File: config.mk
export PLATFORM = sky130hd
export DESIGN_NAME = mux8_rr_arbiter
export DESIGN_NICKNAME = d
export VERILOG_FILES = /design/src/rtl/mux8_rr_arbiter.sv
export SDC_FILE = /design/constraint.sdc
export NUM_CORES = 1
export LEC_CHECK = 0
export BUFFER_PORTS_ARGS = -buffer_cell sky130_fd_sc_hd__buf_2
export CAP_MARGIN = 15
export CORE_MARGIN = 1.5
export CORE_UTILIZATION = 45
export DETAILED_ROUTE_END_ITERATION = 10
export GPL_TIMING_DRIVEN = 0
export PLACE_DENSITY = 0.64
export SLEW_MARGIN = 20
export SYNTH_ARGS = -nofsm -noshare
export SYNTH_HDL_FRONTEND = slang
export SYNTH_SLANG_ARGS = --single-unit
File: constraint.sdc
create_clock -name clk -period 3.4 [get_ports clk]
set_input_delay 0.85 -clock clk [delete_from_list [all_inputs] [get_ports clk]]
set_output_delay 0.85 -clock clk [all_outputs]
set_load 0.03 [all_outputs]
File: src/rtl/mux8_rr_arbiter.sv
`default_nettype none
// ============================================================================
//  Module      : mux8_rr_arbiter
//  Description : Round-robin arbiter that shares one 8:1 mux, and the
//                resource behind it, among 8 requesters. The one-hot grant is
//                registered. The mux select is the binary index of the
//                current owner. An optional hold limit forces a rotation so
//                that one requester cannot starve the others.
//
//  Parameters  : MAX_HOLD - maximum number of consecutive grant cycles while
//                           another requester is waiting. 0 = unlimited: the
//                           owner keeps the grant until it drops its request.
//                CNT_W    - width of the hold counter. It must satisfy
//                           2**CNT_W > MAX_HOLD.
//
//  Ports       : clk   in   1  system clock, rising edge
//                rst_n in   1  asynchronous active-low reset
//                req   in   8  request vector; req[i] comes from requester i
//                grant out  8  registered one-hot grant; all-zero when idle
//                sel   out  3  index of the current owner (sel[2]->S2,
//                              sel[1]->S1, sel[0]->S0); holds when idle
//                valid out  1  registered, equals |grant
//
//  Revision    : 1.0 - initial release
// ============================================================================
module mux8_rr_arbiter #(
  parameter int MAX_HOLD = 4,
  parameter int CNT_W    = 3
) (
  input  logic       clk,
  input  logic       rst_n,
  input  logic [7:0] req,
  output logic [7:0] grant,
  output logic [2:0] sel,
  output logic       valid
);

  typedef enum logic [0:0] {
    S_IDLE = 1'b0,
    S_OWN  = 1'b1
  } state_t;

  localparam logic [CNT_W-1:0] c_max_hold  = CNT_W'(MAX_HOLD);
  // With an unlimited hold the counter is unused, so it is parked at zero.
  localparam logic [CNT_W-1:0] c_cnt_start = (MAX_HOLD == 0) ? '0 : CNT_W'(1);

  state_t           r_state;
  logic [7:0]       r_grant;
  logic [2:0]       r_sel;
  logic             r_valid;
  logic [2:0]       r_ptr;
  logic [CNT_W-1:0] r_cnt;

  // --------------------------------------------------------------------------
  // Rotating priority search. This function returns {found, index} for the
  // first set bit of mask. The scan order is start, start+1, ... and wraps
  // from 7 to 0. The index arithmetic is 3 bits wide, so the wrap is free.
  // --------------------------------------------------------------------------
  function automatic logic [3:0] rr_search(input logic [7:0] mask,
                                           input logic [2:0] start);
    logic       found;
    logic [2:0] idx;
    logic [2:0] cand;
    found = 1'b0;
    idx   = start;
    for (int k = 0; k < 8; k++) begin
      cand = start + 3'(k);
      if (!found && mask[cand]) begin
        found = 1'b1;
        idx   = cand;
      end
    end
    return {found, idx};
  endfunction

  logic [7:0] w_owner_oh;
  logic [7:0] w_others;
  logic [2:0] w_after_owner;
  logic [3:0] w_idle_hit;
  logic [3:0] w_next_hit;
  logic       w_owner_req;
  logic       w_hold_expired;

  always_comb begin
    w_owner_oh    = 8'(1) << r_sel;
    w_others      = req & ~w_owner_oh;
    w_after_owner = r_sel + 3'd1;
    w_owner_req   = req[r_sel];
    // An idle search starts at the pointer that the last release left.
    w_idle_hit    = rr_search(req, r_ptr);
    // A release and a preempt share one search. The search starts just after
    // the owner and excludes the owner. On a release, req[owner] is already
    // 0, so the mask does not change the result in that case.
    w_next_hit    = rr_search(w_others, w_after_owner);
    w_hold_expired = (MAX_HOLD != 0) && (r_cnt == c_max_hold);
  end

  always_ff @(posedge clk or negedge rst_n) begin
    if (!rst_n) begin
      r_state <= S_IDLE;
      r_grant <= 8'h00;
      r_sel   <= 3'd0;
      r_valid <= 1'b0;
      r_ptr   <= 3'd0;
      r_cnt   <= '0;
    end else begin
      case (r_state)
        S_IDLE: begin
          // The pointer does not move on the initial grant.
          if (w_idle_hit[3]) begin
            r_grant <= 8'(1) << w_idle_hit[2:0];
            r_sel   <= w_idle_hit[2:0];
            r_valid <= 1'b1;
            r_cnt   <= c_cnt_start;
            r_state <= S_OWN;
          end
        end

        S_OWN: begin
          if (!w_owner_req) begin
            // Release. The grant moves to the next requester on this same
            // edge, so there is no idle bubble between owners.
            r_ptr <= w_after_owner;
            if (w_next_hit[3]) begin
              r_grant <= 8'(1) << w_next_hit[2:0];
              r_sel   <= w_next_hit[2:0];
              r_cnt   <= c_cnt_start;
            end else begin
              // sel keeps the last owner so that the mux output stays stable.
              r_grant <= 8'h00;
              r_valid <= 1'b0;
              r_cnt   <= '0;
              r_state <= S_IDLE;
            end
          end else if (w_hold_expired && (|w_others)) begin
            // Preempt. The owner has used up its hold and someone is waiting.
            r_ptr   <= w_after_owner;
            r_grant <= 8'(1) << w_next_hit[2:0];
            r_sel   <= w_next_hit[2:0];
            r_cnt   <= c_cnt_start;
          end else if (MAX_HOLD == 0) begin
            r_cnt <= '0;
          end else if (r_cnt != c_max_hold) begin
            // The counter saturates at the limit, so a lone owner never wraps.
            r_cnt <= r_cnt + CNT_W'(1);
          end
        end

        default: begin
          r_state <= S_IDLE;
        end
      endcase
    end
  end

  assign grant = r_grant;
  assign sel   = r_sel;
  assign valid = r_valid;

endmodule
`default_nettype wire

Yosys cells after proc, flatten, opt, wreduce, memory -nomap -nowiden. Index checks and enable logic that the tools add are counted.

Bits in registers: 19. Bits in latches: 0. Bits in writable memories: 0. Memory bits (read-only): 0. Output and inout bits: 12. Memories kept: 0.

Add/subtract/negate cells: 16. $mul: 0. Div/mod/pow operators: 0. Order comparisons: 17. Eq/ne operators: 9. Shift operators: 3. Muxes and demuxes: 90. Bitwise logic cells: 3. Reduce and logical (&&, ||, !) cells: 35.

Operator list (number): $mux W3 (24); $lt A3 B4 Y1 const B (17); $bmux W1 S3 (17); $mux W1 (40); $mux W8 (4); $add A3 B3 Y3 const B (8); $shl A1 B3 Y8 const A (3); $pmux W8 S2 (1); $logic_and A1 B1 Y1 (15); $logic_not A1 Y1 (14); $add A3 B1 Y3 const B (4); $add A3 B2 Y3 const B (4); $pmux W3 S2 (2); $and A8 B8 Y8 (1); $not A8 Y8 (1); $reduce_or A8 Y1 (1); $ne A2 B2 Y1 const B (3); $reduce_and A2 Y1 (3); $reduce_and A3 Y1 (2); $ne A4 B2 Y1 const B (1); $pmux W1 S2 (2); $eq A3 B3 Y1 const B (1); $ne A3 B1 Y1 const B (1); $ne A3 B2 Y1 const B (1); 3 further kinds (3).

Longest topological paths before layout. Gate-level depths: netlist (run 1).

Word-level depth: 31. Gate-level depth with buffers: 15.

Least setup slack after synthesis (run 1). OpenSTA, ideal clock, no wires.

Kind: register to register. Start point: register r_ptr[1]. End point: register r_sel[2], in the netlist sel[2]. Setup time: 80 ps. Arrival time: 3396 ps. Path slack: -75 ps. Stages on the path, launching flop included: 16. Buffers on the path: 4. Clock period less this slack: 3475 ps. Cells stage by stage: dfrtp_1 buf_2 inv_1 ha_1 buf_4 mux4_2 mux2i_1 and2_1 nand2_2 or3_1 buf_2 or3_1 buf_6 nand2_4 or3_4 nor3b_2.

Cells in the longest elaborated chain, start to end: 26. Elaborated cells on any way between the ends: 56.

Ends and longest elaborated chain: start, declared (line 51) `logic [2:0] r_ptr;`; start signal, assigned (line 123) `r_ptr <= w_after_owner;`; start signal, assigned (line 137) `r_ptr <= w_after_owner;`; branches (longest 26 deep; another with $add A3 B1 Y3); end signal, assigned (line 112) `r_sel <= w_idle_hit[2:0];`; end signal, assigned (line 126) `r_sel <= w_next_hit[2:0];`; end signal, assigned (line 139) `r_sel <= w_next_hit[2:0];`; end, declared (line 49) `logic [2:0] r_sel;`.

Parallel ways; which one is timed is not known. The select of a mux whose other input is x is not followed. A chain may end at the register's enable or synchronous reset.

Final worst setup path (run 1).
Start point: register r_sel[0], in the netlist sel[0]. End point: register r_sel[2], in the netlist sel[2].

Cells in the longest elaborated chain, start to end: 30. Elaborated cells on any way between the ends: 67.

Ends and longest elaborated chain: branches (longest 30 deep; another with $add A3 B1 Y3).

Parallel ways; which one is timed is not known. The select of a mux whose other input is x is not followed.

==> flow_summary.json, run 1 <==
{
  "outcome": "completed",
  "fp.dieH_um": 81.4,
  "final_common_cell": "buf_4",
  "wl_um": 8230,
  "maxSlewViolCount": 0,
  "cts_root_buf": "clkbuf_8",
  "drive_gt1_share_pct": 41.8,
  "antenna_found_initial": 0,
  "cts_tree": "built",
  "cts_inserted_buffers": 3,
  "fin_crit_sh_pct": 99.3,
  "io_pins": 22,
  "synth_area_um2": 2770,
  "dieArea_um2": 6630,
  "grt_max_degree": 20,
  "clock_sinks": 19,
  "r2r-start": "sel[0]$_DFFE_PN0P_",
  "drtIter0Drc": 214,
  "mostFrequentLayoutCells": "buf_4 (30), o21ai_0 (25), buf_2 (22), mux4_2 (22), nand2_1 (20)",
  "clk_path_buf_depth": 2,
  "track_usage_pct": 24.0,
  "multi_input_area_um2": 2460,
  "netlist_instances": 306,
  "hold_violations": 0,
  "crit_fanout": 5,
  "worstMarginPinSlew_ns": 0.550,
  "htree_num_levels": 1,
  "areaGrowthSynthToFinish_pct": 29.7,
  "async_reset_ff_share_pct": 100,
  "setup_tns_ns": 0,
  "hp-class": "reg -> reg",
  "initial_core_util_pct": 46.7,
  "fin_crit_ns": 3.37,
  "max_freq_mhz": 296,
  "ff2ff_path_depth": 12,
  "finalNetCount": 384,
  "synthFlopType": "dfrtp_1",
  "avgSynthCellArea_um2": 9.04,
  "syn_nets": 328,
  "port_buffers": 21,
  "drc": 0,
  "crit_path_start": "sel[0]$_DFFE_PN0P_",
  "fin_area_um2": 3590,
  "wl_per_cell_um": 18.9,
  "fillers": 512,
  "synth_edf_count": 0,
  "diodes": 0,
  "worstSkewPairLatency_ns": 0.25,
  "place_area_um2": 2990,
  "die_x_um": 81.4,
  "slew_headroom_pct": 63.4,
  "rows": 28,
  "clk_pin_slew_worst_paths_ns": 0.07,
  "routed-via-count": 2813,
  "regToRegSetupSlack_ns": 0.03,
  "rsz0062_at_grt": "yes",
  "cp-end-kind": "register",
  "ys_seq_elements": 19,
  "cp_data_arrival_time_ns": 3.49,
  "grt_pass1_vias": 2613,
  "whs_ns": 0.513,
  "dp_hpwl_um": 5590,
  "grt_overflow": 0,
  "yosysWarnings": 0,
  "critPathLaunchType": "register",
  "required_ns": 3.52,
  "path_class": "reg -> reg",
  "drt_pre_antenna_iters": 5,
  "yosysSeqAreaShare_pct": 17.2,
  "ys_types": 63,
  "holdCritStartpoint": "grant[7]$_DFFE_PN0P_",
  "drtAntennaViolNets": 0,
  "clock_skew_ns": 0.00234,
  "crit-reg2reg-capture": "sel[2]$_DFFE_PN0P_",
  "endpoint": "sel[2]$_DFFE_PN0P_",
  "grt_first_pass_wirelength_um": 12500,
  "register_area_um2": 480,
  "gp_congestion": 0.885,
  "vias_per_cell": 6.45,
  "core_um2": 5920,
  "ctsHoldBuffers": 0,
  "finalSetupViolCount": 0,
  "max_cap_viol_count": 0
}
worst max-delay path: stages (launching register included):
cell and delay [ns]:
dfrtp_2 0.44, ha_2 0.20, ha_1 0.28, buf_6 0.15
xor2_4 0.19, inv_2 0.08, mux4_2 0.59, a2111oi_4 0.35
a21oi_2 0.08, o2bb2ai_1 0.18, a22oi_2 0.11, or3_4 0.42
nor3b_2 0.17
cell usage after synthesis (4+ instances only):
library cell	instances	area share, %
mux2i_1	17	6.1
mux4_2	22	18
xor2_1	4	1.3
o22a_1	5	1.6
ha_1	12	5.4
mux2_2	6	2.4
dfrtp_1	19	17
o22ai_1	12	2.7
o21a_1	4	1.1
nor2_1	17	2.3
nand2_1	21	2.8
o21ai_0	27	4.9
xnor2_1	7	2.2
a22oi_1	7	1.9
a21oi_1	17	3.1
nand2b_1	11	2.5
nor2b_1	5	1.1
a32oi_1	5	1.6
nand3_1	4	0.72
nor3_1	6	1.1
inv_1	11	1.5
buf_2	5	0.90
final cells by class:
class,instances,share of cell area (%)
Timing Repair Buffer,51,9.55
Tap cell,75,2.61
Inverter,12,1.36
Multi-Input combinational cell,262,68.6
Sequential cell,19,13.4
Clock inverter,1,0.139
Buffer,13,3.24
Clock buffer,3,1.15
sequential cells by signal, summed over array words and instances (netlist names):
signal   flops
grant        8
r_cnt        3
r_ptr        3
sel          3
r_state      1
valid        1
how the worst min path moves through the flow:
stage	endpoint	slack, ns	cells past startpoint
final	grant[7]$_DFFE_PN0P_	0.51	2
after global routing	grant[5]$_DFFE_PN0P_	0.54	2
after CTS	grant[5]$_DFFE_PN0P_	0.51	2
after detailed placement	grant[5]$_DFFE_PN0P_	0.50	2
after global placement	grant[3]$_DFFE_PN0P_	0.49	2
after floorplan	r_cnt[1]$_DFFE_PN0P_	0.47	2
layer usage:
layer	track usage, %	part of all wire [%]	wire [um]	vias to the layer above
met5	0	0	0	-
met4	6.38	1.4	113	0
met3	1.78	2.8	227	12
met2	44.0	53	4330	77
met1	30.2	43	3550	1410
li1	-	-	-	1314
per-stage QoR:
| stage | cells | util [%] | setup WS (ns) |
|---|---|---|---|
| floorplan | 306 | - | -0.00816 |
| global placement | 402 | 50.5 | -0.530 |
| detailed placement | 402 | 50.5 | -0.571 |
| CTS | 419 | 54.4 | 0.00344 |
| global route | 436 | 60.7 | -0.0489 |
| finish | 436 | 60.7 | 0.0253 |
kinds of logic after synthesis:
family / after synthesis / share of synthesized area (%)
flops: 19 / 17.2
buf+inv: 25 / 4.29
mux: 45 / 26.5
fa+ha+maj: 12 / 5.42
xor+xnor: 11 / 3.48
simple gates: 87 / 17.2
compound gates: 107 / 25.9
what timing repair did:
action                                  CTS  global route
pin swaps                                 0            12
resized for setup                        23            52
endpoints found under the setup margin   18            13
setup buffers                            13            17
Power of run 1 is not shown: default switching activity piles up to over one toggle a cycle in this logic, so the estimate is an artifact.
==> inputs of run 2 (changes only) <==
ABC_AREA = 1   (was default)
CTS_CLUSTER_SIZE = 14   (was default)
==> run 2 against run 1 <==
- register-to-register slack better by 0.13 ns
- first-iteration DRC count is 35% lower
- highest routed layer unchanged
- sequential cell count stayed put
- area after synthesis is 3.4% lower
- critical path depth is 11 higher
- maximum frequency is 4.0% higher
==> flow_summary.json, run 2 <==
{
  "use_met2_pct": 40.3,
  "avgSynthCellArea_um2": 5.75,
  "clock_skew_ns": 0.00218,
  "cp_data_arrival_time_ns": 3.39,
  "routed-via-count": 3030,
  "top_usage_layer": "met2",
  "synthFlopType": "dfrtp_1",
  "yosysTopAreaCellShare_pct": 21.5,
  "worstMarginPinSlew_ns": 0.735,
  "initial_core_util_pct": 47.7,
  "clk_path_buf_depth": 2,
  "hp-class": "reg -> reg",
  "synth.most_common_cell": "nand2_1",
  "largest_register_ffs": 8,
  "synth_edf_count": 0,
  "netlist_instances": 465,
  "synth_area_um2": 2670,
  "cpPeakStageDelay_ns": 0.45,
  "max_cap_viol_count": 0,
  "wl_um": 7430,
  "critPathLaunchType": "register",
  "fin_cells": 577,
  "rows": 27,
  "whs_ns": 0.508,
  "cp-end-kind": "register",
  "grt_first_pass_wirelength_um": 12100,
  "fin_area_um2": 3160,
  "cts_inserted_buffers": 3,
  "max_freq_mhz": 308,
  "fin_crit_ns": 3.24,
  "cp_slowest_cell": "dfrtp_2",
  "final_common_cell": "nand2_1",
  "synth_area_leader_cell": "nand2_1",
  "slew_headroom_pct": 50.8,
  "finalNetCount": 528,
  "drive_gt1_share_pct": 19.0,
  "diodes": 0,
  "fin_crit_sh_pct": 95.4,
  "grtUsageMet3_pct": 2.16,
  "synth_area_leaders": "nand2_1 (21%), nand3_1 (18%), dfrtp_1 (18%)",
  "hold_violations": 0,
  "cp_top_family": "simple AND/OR/NAND/NOR gates",
  "grt_max_degree": 20,
  "finalSetupViolCount": 0,
  "finish.utilization_pct": 56.4,
  "async_reset_ff_share_pct": 100,
  "die_x_um": 80.1,
  "drt_pre_antenna_iters": 4,
  "required_ns": 3.55,
  "core_um2": 5610,
  "drc": 0,
  "dieArea_um2": 6410,
  "yosysSeqAreaShare_pct": 17.8,
  "fp.dieH_um": 80.1,
  "grt_pass1_vias": 2689,
  "antenna_found_initial": 0,
  "place_area_um2": 2870,
  "outcome": "completed",
  "maxSlewViolCount": 0,
  "crit_fanout": 12,
  "drtIter0Drc": 140,
  "io_pins": 22,
  "path_class": "reg -> reg",
  "cts_root_buf": "clkbuf_8",
  "syn_nets": 487,
  "cts_tree": "built",
  "worstSkewPairLatency_ns": 0.25,
  "wl_per_cell_um": 12.9,
  "yosysWarnings": 0,
  "vias_per_cell": 5.25,
  "track_usage_pct": 23.3,
  "synthTopCellsByCount": "nand2_1 (153), nand3_1 (96), nor2_1 (53)",
  "dp.cells": 558,
  "ys_types": 31,
  "port_buffers": 21,
  "mostFrequentLayoutCells": "nand2_1 (152), nand3_1 (92), nor2_1 (53)",
  "areaGrowthSynthToFinish_pct": 18.2,
  "path_cells": "clkinv_4 -> buf_6 -> ha_1 -> buf_6 -> inv_8 -> nand2_2 -> nand2_4 -> nand3_4 -> nand3_2 -> nand2_4 -> nor2_4 -> nand2_2 -> nor2_4 -> nand2_4 -> nor2_8 -> nand3_4 -> nand3_4 -> nand2_1 -> nand2_2 -> inv_4 -> buf_6 -> nor2_1 -> nor2_2",
  "gp_congestion": 0.870,
  "use_met1_pct": 31.8,
  "dp_hpwl_um": 5550,
  "drtAntennaViolNets": 0,
  "clk_pin_slew_worst_paths_ns": 0.07,
  "path_buf_inv": 6,
  "htree_num_levels": 1,
  "grt_overflow": 0,
  "clock_sinks": 19,
  "ys_seq_elements": 19
}
[run 2: path summary, 6_finish.rpt]
kind,startpoint,endpoint,slack (ns),cells after the start
min reg2reg,grant[0]$_DFFE_PN0P_,grant[0]$_DFFE_PN0P_,0.51,2
max reg2reg,sel[0]$_DFFE_PN0P_,grant[6]$_DFFE_PN0P_,0.16,23
min in group asynchronous,rst_n,r_cnt[0]$_DFFE_PN0P_,0.52,1
max,sel[0]$_DFFE_PN0P_,grant[6]$_DFFE_PN0P_,0.16,23
min,grant[0]$_DFFE_PN0P_,grant[0]$_DFFE_PN0P_,0.51,2
max in group asynchronous,rst_n,sel[0]$_DFFE_PN0P_,2.56,1
[run 2: cell type report]
class | instances | area, um^2
repair buffers | 36 | 218
well taps | 72 | 90.1
flip-flops and latches | 19 | 478
plain buffers | 10 | 88.8
multi-input cells | 388 | 2040
fillers | 612 | 2450
inverters | 48 | 198
clock buffers | 4 | 45.0
[run 2: cell families after synthesis]
logic type,Yosys count,share of synthesized area [%]
compound gates,33,6.64
xor+xnor,7,2.57
fa+ha+maj,12,5.62
buf+inv,58,9.73
flops,19,17.8
simple gates,336,57.7
[run 2: tightest hold or removal path: cells and delay by family (launching register included)]
| kind | cells | cell delay [ns] |
|---|---|---|
| DFF | 1 | 0.34 |
| and+or+nand+nor | 2 | 0.14 |
[run 2: metrics by stage]
stage	setup TNS [ns]	worst slack, ns
2_1_floorplan	0	0.206
3_3_place_gp	-0.802	-0.0965
3_5_place_dp	-1.14	-0.135
4_1_cts	0	0.00401
5_1_grt	-0.0828	-0.0266
6_report	0	0.155
[run 2: per-layer routing]
layer  wire, um  up-vias
met5          0        -
met4        106        0
met3        136       12
met2       3690       46
met1       3500     1371
li1           -     1601
[run 2: timing repair]
item,in CTS,in global routing
gates resized for setup,3,32
hold buffers,0,0
buffers inserted,0,15
pin swaps,0,8
endpoints found under the setup margin,11,17
Power of run 2 is left out for the same reason.
